## config.mk

```make
export PLATFORM = sky130hd
export DESIGN_NAME = linebuf_scanout
export DESIGN_NICKNAME = d
export VERILOG_FILES = /design/src/rtl/linebuf_scanout.sv
export SDC_FILE = /design/constraint.sdc
export NUM_CORES = 1
export LEC_CHECK = 0
export ABC_AREA = 0
export BUFFER_PORTS_ARGS = -buffer_cell sky130_fd_sc_hd__buf_4
export CORE_MARGIN = 2
export CORE_UTILIZATION = 24
export DETAILED_ROUTE_END_ITERATION = 10
export GPL_TIMING_DRIVEN = 0
export PLACE_DENSITY_LB_ADDON = 0.12
export SLEW_MARGIN = 20
export SYNTH_ARGS = -nofsm -noshare
export SYNTH_HDL_FRONTEND = slang
export SYNTH_SLANG_ARGS = --single-unit
```

## constraint.sdc

```tcl
create_clock -name clk -period 4.2 [get_ports clk]
set_input_delay 0.42 -clock clk [delete_from_list [all_inputs] [get_ports clk]]
set_output_delay 0.42 -clock clk [all_outputs]
set_load 0.01 [all_outputs]
```

## src/rtl/linebuf_scanout.sv

```systemverilog
// Line-buffer scan-out: reads one ping-pong half in pixel order, clears each entry
// behind the read, and substitutes border colour where the line is masked or disabled.
module linebuf_scanout #(
    parameter int LINE_WIDTH = 256,
    parameter int IDX_W      = 8
) (
    input  logic             clk,
    input  logic             reset_n,
    input  logic             pix_en,
    input  logic             line_start,
    input  logic             buf_sel,
    input  logic             display_en,
    input  logic             blank_left8,
    input  logic [3:0]       border_color,
    output logic [IDX_W:0]   rd_addr,
    input  logic [4:0]       rd_data,
    output logic [IDX_W:0]   clr_addr,
    output logic             clr_en,
    output logic [4:0]       pix_color,
    output logic             pix_valid,
    output logic             line_done,
    output logic             active
);

    typedef enum logic {IDLE, SCAN} state_t;

    localparam logic [IDX_W-1:0] LAST_IDX = IDX_W'(LINE_WIDTH - 1);

    state_t           state;
    logic [IDX_W-1:0] index;
    logic [IDX_W-1:0] next_index;
    logic             sel, den, b8;
    logic             show_pix;

    assign next_index = index + IDX_W'(1);
    assign show_pix   = den && !(b8 && (index < IDX_W'(8)));

    always_ff @(posedge clk or negedge reset_n) begin
        if (!reset_n) begin
            state     <= IDLE;
            index     <= '0;
            sel       <= 1'b0;
            den       <= 1'b0;
            b8        <= 1'b0;
            rd_addr   <= '0;
            clr_addr  <= '0;
            clr_en    <= 1'b0;
            pix_color <= '0;
            pix_valid <= 1'b0;
            line_done <= 1'b0;
            active    <= 1'b0;
        end else begin
            clr_en    <= 1'b0;
            line_done <= 1'b0;
            // line_start outranks pix_en in both states; a restart drops the old line silently
            if (line_start) begin
                state   <= SCAN;
                index   <= '0;
                rd_addr <= {buf_sel, {IDX_W{1'b0}}};
                sel     <= buf_sel;
                den     <= display_en;
                b8      <= blank_left8;
                active  <= 1'b1;
            end else if (pix_en) begin
                if (state == SCAN) begin
                    if (show_pix) begin
                        pix_color <= rd_data;
                        pix_valid <= 1'b1;
                    end else begin
                        pix_color <= {1'b1, border_color};
                        pix_valid <= 1'b0;
                    end
                    // clear even on border pixels so the half is clean for the renderer
                    clr_en   <= 1'b1;
                    clr_addr <= {sel, index};
                    if (index == LAST_IDX) begin
                        state     <= IDLE;
                        line_done <= 1'b1;
                        active    <= 1'b0;
                    end else begin
                        index   <= next_index;
                        rd_addr <= {sel, next_index};
                    end
                end else begin
                    pix_color <= {1'b1, border_color};
                    pix_valid <= 1'b0;
                end
            end
        end
    end

endmodule

```

=== Yosys cells after proc, flatten, opt, wreduce, memory -nomap -nowiden ===
Cells that the tools add are included.

* Bitwise logic cells: 1
* Add/sub/neg operators: 1
* Mux-type cells: 27
* $lt $le $gt $ge: 1
* Reduce and logical (&&, ||, !) cells: 10
* Eq/ne operators: 2

{| class="wikitable"
|+ Operators by type and width
! cell !! number
|-
| $mux W9 || 4
|-
| $mux W8 || 4
|-
| $mux W1 || 17
|-
| $mux W5 || 2
|-
| $reduce_and A3 Y1 || 3
|-
| $add A8 B1 Y8 const B || 1
|-
| $eq A8 B8 Y1 const B || 1
|-
| $lt A8 B4 Y1 const B || 1
|-
| $reduce_bool A2 Y1 || 3
|-
| $logic_and A1 B1 Y1 || 2
|-
| $ne A2 B2 Y1 const B || 1
|-
| $reduce_and A2 Y1 || 1
|-
| $logic_not A1 Y1 || 1
|-
| $not A1 Y1 || 1
|}

* Output and inout bits: 27
* Bits in registers: 39
* Input bits: 16
* Logic and storage cells: 54

=== Logic depth before layout (Yosys ltp) ===
* Depth after elaboration: 6
* Depth in mapped cells: 5
* Mapped depth without buffers: 5

=== Least setup slack after synthesis ===
No wires, ideal clock.

* Path kind: register to register
* Start: register rd_addr[0] (netlist name)
* End: register rd_addr[8]
* Required time: 4.075 ns
* Setup time: 0.125 ns
* Setup slack: 2.395 ns
* Arrival: 1.680 ns
* Stages on the path, launching flop included: 6
* Clock period less this slack: 1.805 ns
* Cells stage by stage: dfrtp_1 > ha_1 > nand3_1 > o21bai_2 > nor2b_1 > mux2_2

{| class="wikitable"
|+ RTL lines
! element !! line !! source
|-
| end signal, assigned || 59 || <nowiki>rd_addr <= {buf_sel, {IDX_W{1'b0}}};</nowiki>
|-
| end signal, assigned || 82 || <nowiki>rd_addr <= {sel, next_index};</nowiki>
|-
| end, declared || 15 || <nowiki>output logic [IDX_W:0] rd_addr,</nowiki>
|}

==> results_dict.tcl <==
set metrics [dict create \
    fin_crit_ns 2.02 \
    syn_avg_cell_area_um2 12.4 \
    postCtsHoldBufs 0 \
    instances_no_fill 226 \
    grt_pass1_vias 969 \
    post-route-cell-area_um2 1820 \
    start_util_pct 25.3 \
    cpMaxStageDelayCell "o21bai_2" \
    dp_hpwl_mm 2.04 \
    synthCells 106 \
    place_area_um2 1720 \
    criticalPathCategory "reg -> reg" \
    postRouteAntennaNets 0 \
    timing.setup.tns_ns 0 \
    place_congestion 0.731 \
    final_util_pct 35.0 \
    dieArea_um2 6100 \
    route.detailed.drc 0 \
    r2r-start "rd_addr[0]" \
    pin_count 43 \
    p_total_uw 688 \
    cp.arrival_ns 2.19 \
    clock-skew-final_ns 0.00554 \
    netlist_area_um2 1320 \
    placed_cells 218 \
    cp-end-kind "register" \
    fp-row-count 26 \
    crit_path_max_fanout 10 \
    post_drt_wl_per_cell_um 12.6 \
    routed_via_density 4.38 \
    r2r_end "rd_addr[8]" \
    seq_area_frac_synth_pct 58.8 \
    slew_headroom_pct 58.0 \
    die_w_um 78.1 \
    antenna_found_initial 0 \
    synth.distinct_cells 24 \
    core-area_um2 5200 \
    p_leak_nw 0.880 \
    clock-sinks 31 \
    clk_pin_slew_ns 0.07 \
    worst-path-buf-inv 0 \
    multi_input_area_um2 520 \
    r2r_cells 5 \
    wirelength_mm 2.86 \
    finalMaxSlewViolations 0 \
    path_delay_family "simple AND/OR/NAND/NOR gates" \
    worst_slew_pin_slew_ns 0.629 \
    clock_latency_ns 0.28 \
    rsz0062_at_grt "no" \
    hold_path.class "in -> async" \
    finalHoldViolations 0 \
    cts_tree "built" \
    cts-root-buf "clkbuf_8" \
    dr.pass1.iters 2 \
    cts_resized 0 \
    layout_common_cells "42 x buf_4, 31 x dfrtp_1, 13 x mux2_2" \
    status "finished, final reports clean" \
    portBuffers 42 \
    setup_viol 0 \
    cts.path.max_buffers 2 \
    ir_drop_uv 171 \
    cts_made_buffers 5 \
    grt_overflow 0 \
    drt_iter0_markers 34 \
    fin_ws_ns 2.18 \
    nFillCells 558 \
    critPathLaunchType "register" \
    place_ws_ns 2.20 \
    grtUsageTotal_pct 10.4 \
    drive_gt1_share_pct 41.7 \
    grt_pass1_wl_mm 4.87 \
    seqCellArea_um2 776 \
    synth_nets 123 \
    synth_warnings 0 \
    hold_slack_ns 0.0676 \
    ctsHtreeMaxLevel 2 \
    powerDensity_nw_per_um2 378 \
    crit_chain "ha_1 -> nand3_1 -> o21bai_2 -> nor2b_1 -> mux2_2" \
    final_common_cell "buf_4" \
    slowest_delay_ns 0.46 \
    required_ns 4.37 \
    ff2ff_setup_slack_ns 2.18 \
    fin_crit_sh_pct 48.1 \
    max_cap_violations 0 \
    vias 991 \
    finalNetCount 172 \
    die_h_um 78.1 \
    cts_setup_buffers 0 \
    syn_to_final_growth_pct 38.1 \
    ys_ff_latch 31 \
    max_clock_freq_mhz 495 \
    grt_max_degree 32 \
    diodes 0 \
]
-- flip-flops by register name (all words and copies together) (netlist names) --
signal / flops
line_done: 1
b8: 1
sel: 1
den: 1
clr_addr: 9
pix_valid: 1
rd_addr: 9
active: 1
clr_en: 1
pix_color: 5
state: 1
-- layer usage --
layer | routed length, um | up-vias | share of wire (%) | track usage [%]
met5 | 0 | - | 0 | 0
met4 | 46 | 0 | 1.6 | 4.74
met3 | 204 | 5 | 7.1 | 4.37
met2 | 1290 | 28 | 45 | 15.3
met1 | 1320 | 480 | 46 | 13.2
li1 | - | 478 | - | -
-- cell usage after synthesis --
| library cell | count | share of area (%) |
|---|---|---|
| a21oi_1 | 8 | 3.0 |
| and3_1 | 1 | 0.47 |
| clkbuf_1 | 3 | 0.85 |
| dfrtp_1 | 31 | 59 |
| ha_1 | 1 | 0.95 |
| inv_1 | 3 | 0.85 |
| mux2_2 | 13 | 11 |
| mux2i_1 | 6 | 4.6 |
| nand2_1 | 4 | 1.1 |
| nand3_1 | 2 | 0.76 |
| nand4_1 | 1 | 0.47 |
| nor2_1 | 12 | 3.4 |
| nor2b_1 | 3 | 1.4 |
| nor3_1 | 1 | 0.38 |
| o2111ai_1 | 2 | 1.3 |
| o21ai_0 | 3 | 1.1 |
| o21bai_2 | 1 | 0.85 |
| o311ai_4 | 1 | 2.0 |
| o31ai_1 | 2 | 1.1 |
| o41ai_1 | 1 | 0.66 |
| or3_1 | 1 | 0.47 |
| or4_1 | 2 | 1.1 |
| or4b_4 | 1 | 1.0 |
| xor2_1 | 3 | 2.0 |
-- worst max path at each step --
stage | to | cells past startpoint | start | slack, ns
finish | rd_addr[8] | 5 | rd_addr[0] | 2.18
global route | rd_addr[8] | 5 | rd_addr[0] | 1.99
CTS | rd_addr[8] | 5 | rd_addr[0] | 2.17
detailed placement | rd_addr[8] | 5 | rd_addr[0] | 2.20
global placement | rd_addr[8] | 5 | rd_addr[0] | 2.20
floorplan | rd_addr[8] | 5 | rd_addr[0] | 2.40
-- layout make-up --
| type | count | area share, % |
|---|---|---|
| inverters | 3 | 0.618 |
| multi-input cells | 69 | 28.6 |
| flip-flops and latches | 31 | 42.6 |
| clock buffers | 8 | 5.49 |
| plain buffers | 3 | 0.618 |
| repair buffers | 42 | 17.3 |
| well taps | 70 | 4.81 |
-- power breakdown --
group,total [mW],internal [mW],switching (mW)
Clock,0.255,0.149,0.106
Combinational,0.0992,0.0540,0.0452
Sequential,0.333,0.320,0.0135
Total,0.688,0.523,0.165
-- logic make-up (layout without fill, tap and decap cells) --
family	after synthesis	count (layout)	share of synthesized area (%)
DFF	31	31	58.8
and+or+nand+nor	28	28	10.7
muxes	19	19	15.7
AOI/OAI and AO/OA	18	18	10.2
buffers and inverters	6	56	1.71
xor gates and xnor gates	3	3	1.99
adders and majority gates	1	1	0.949
Power figures use the tool's default switching activity.
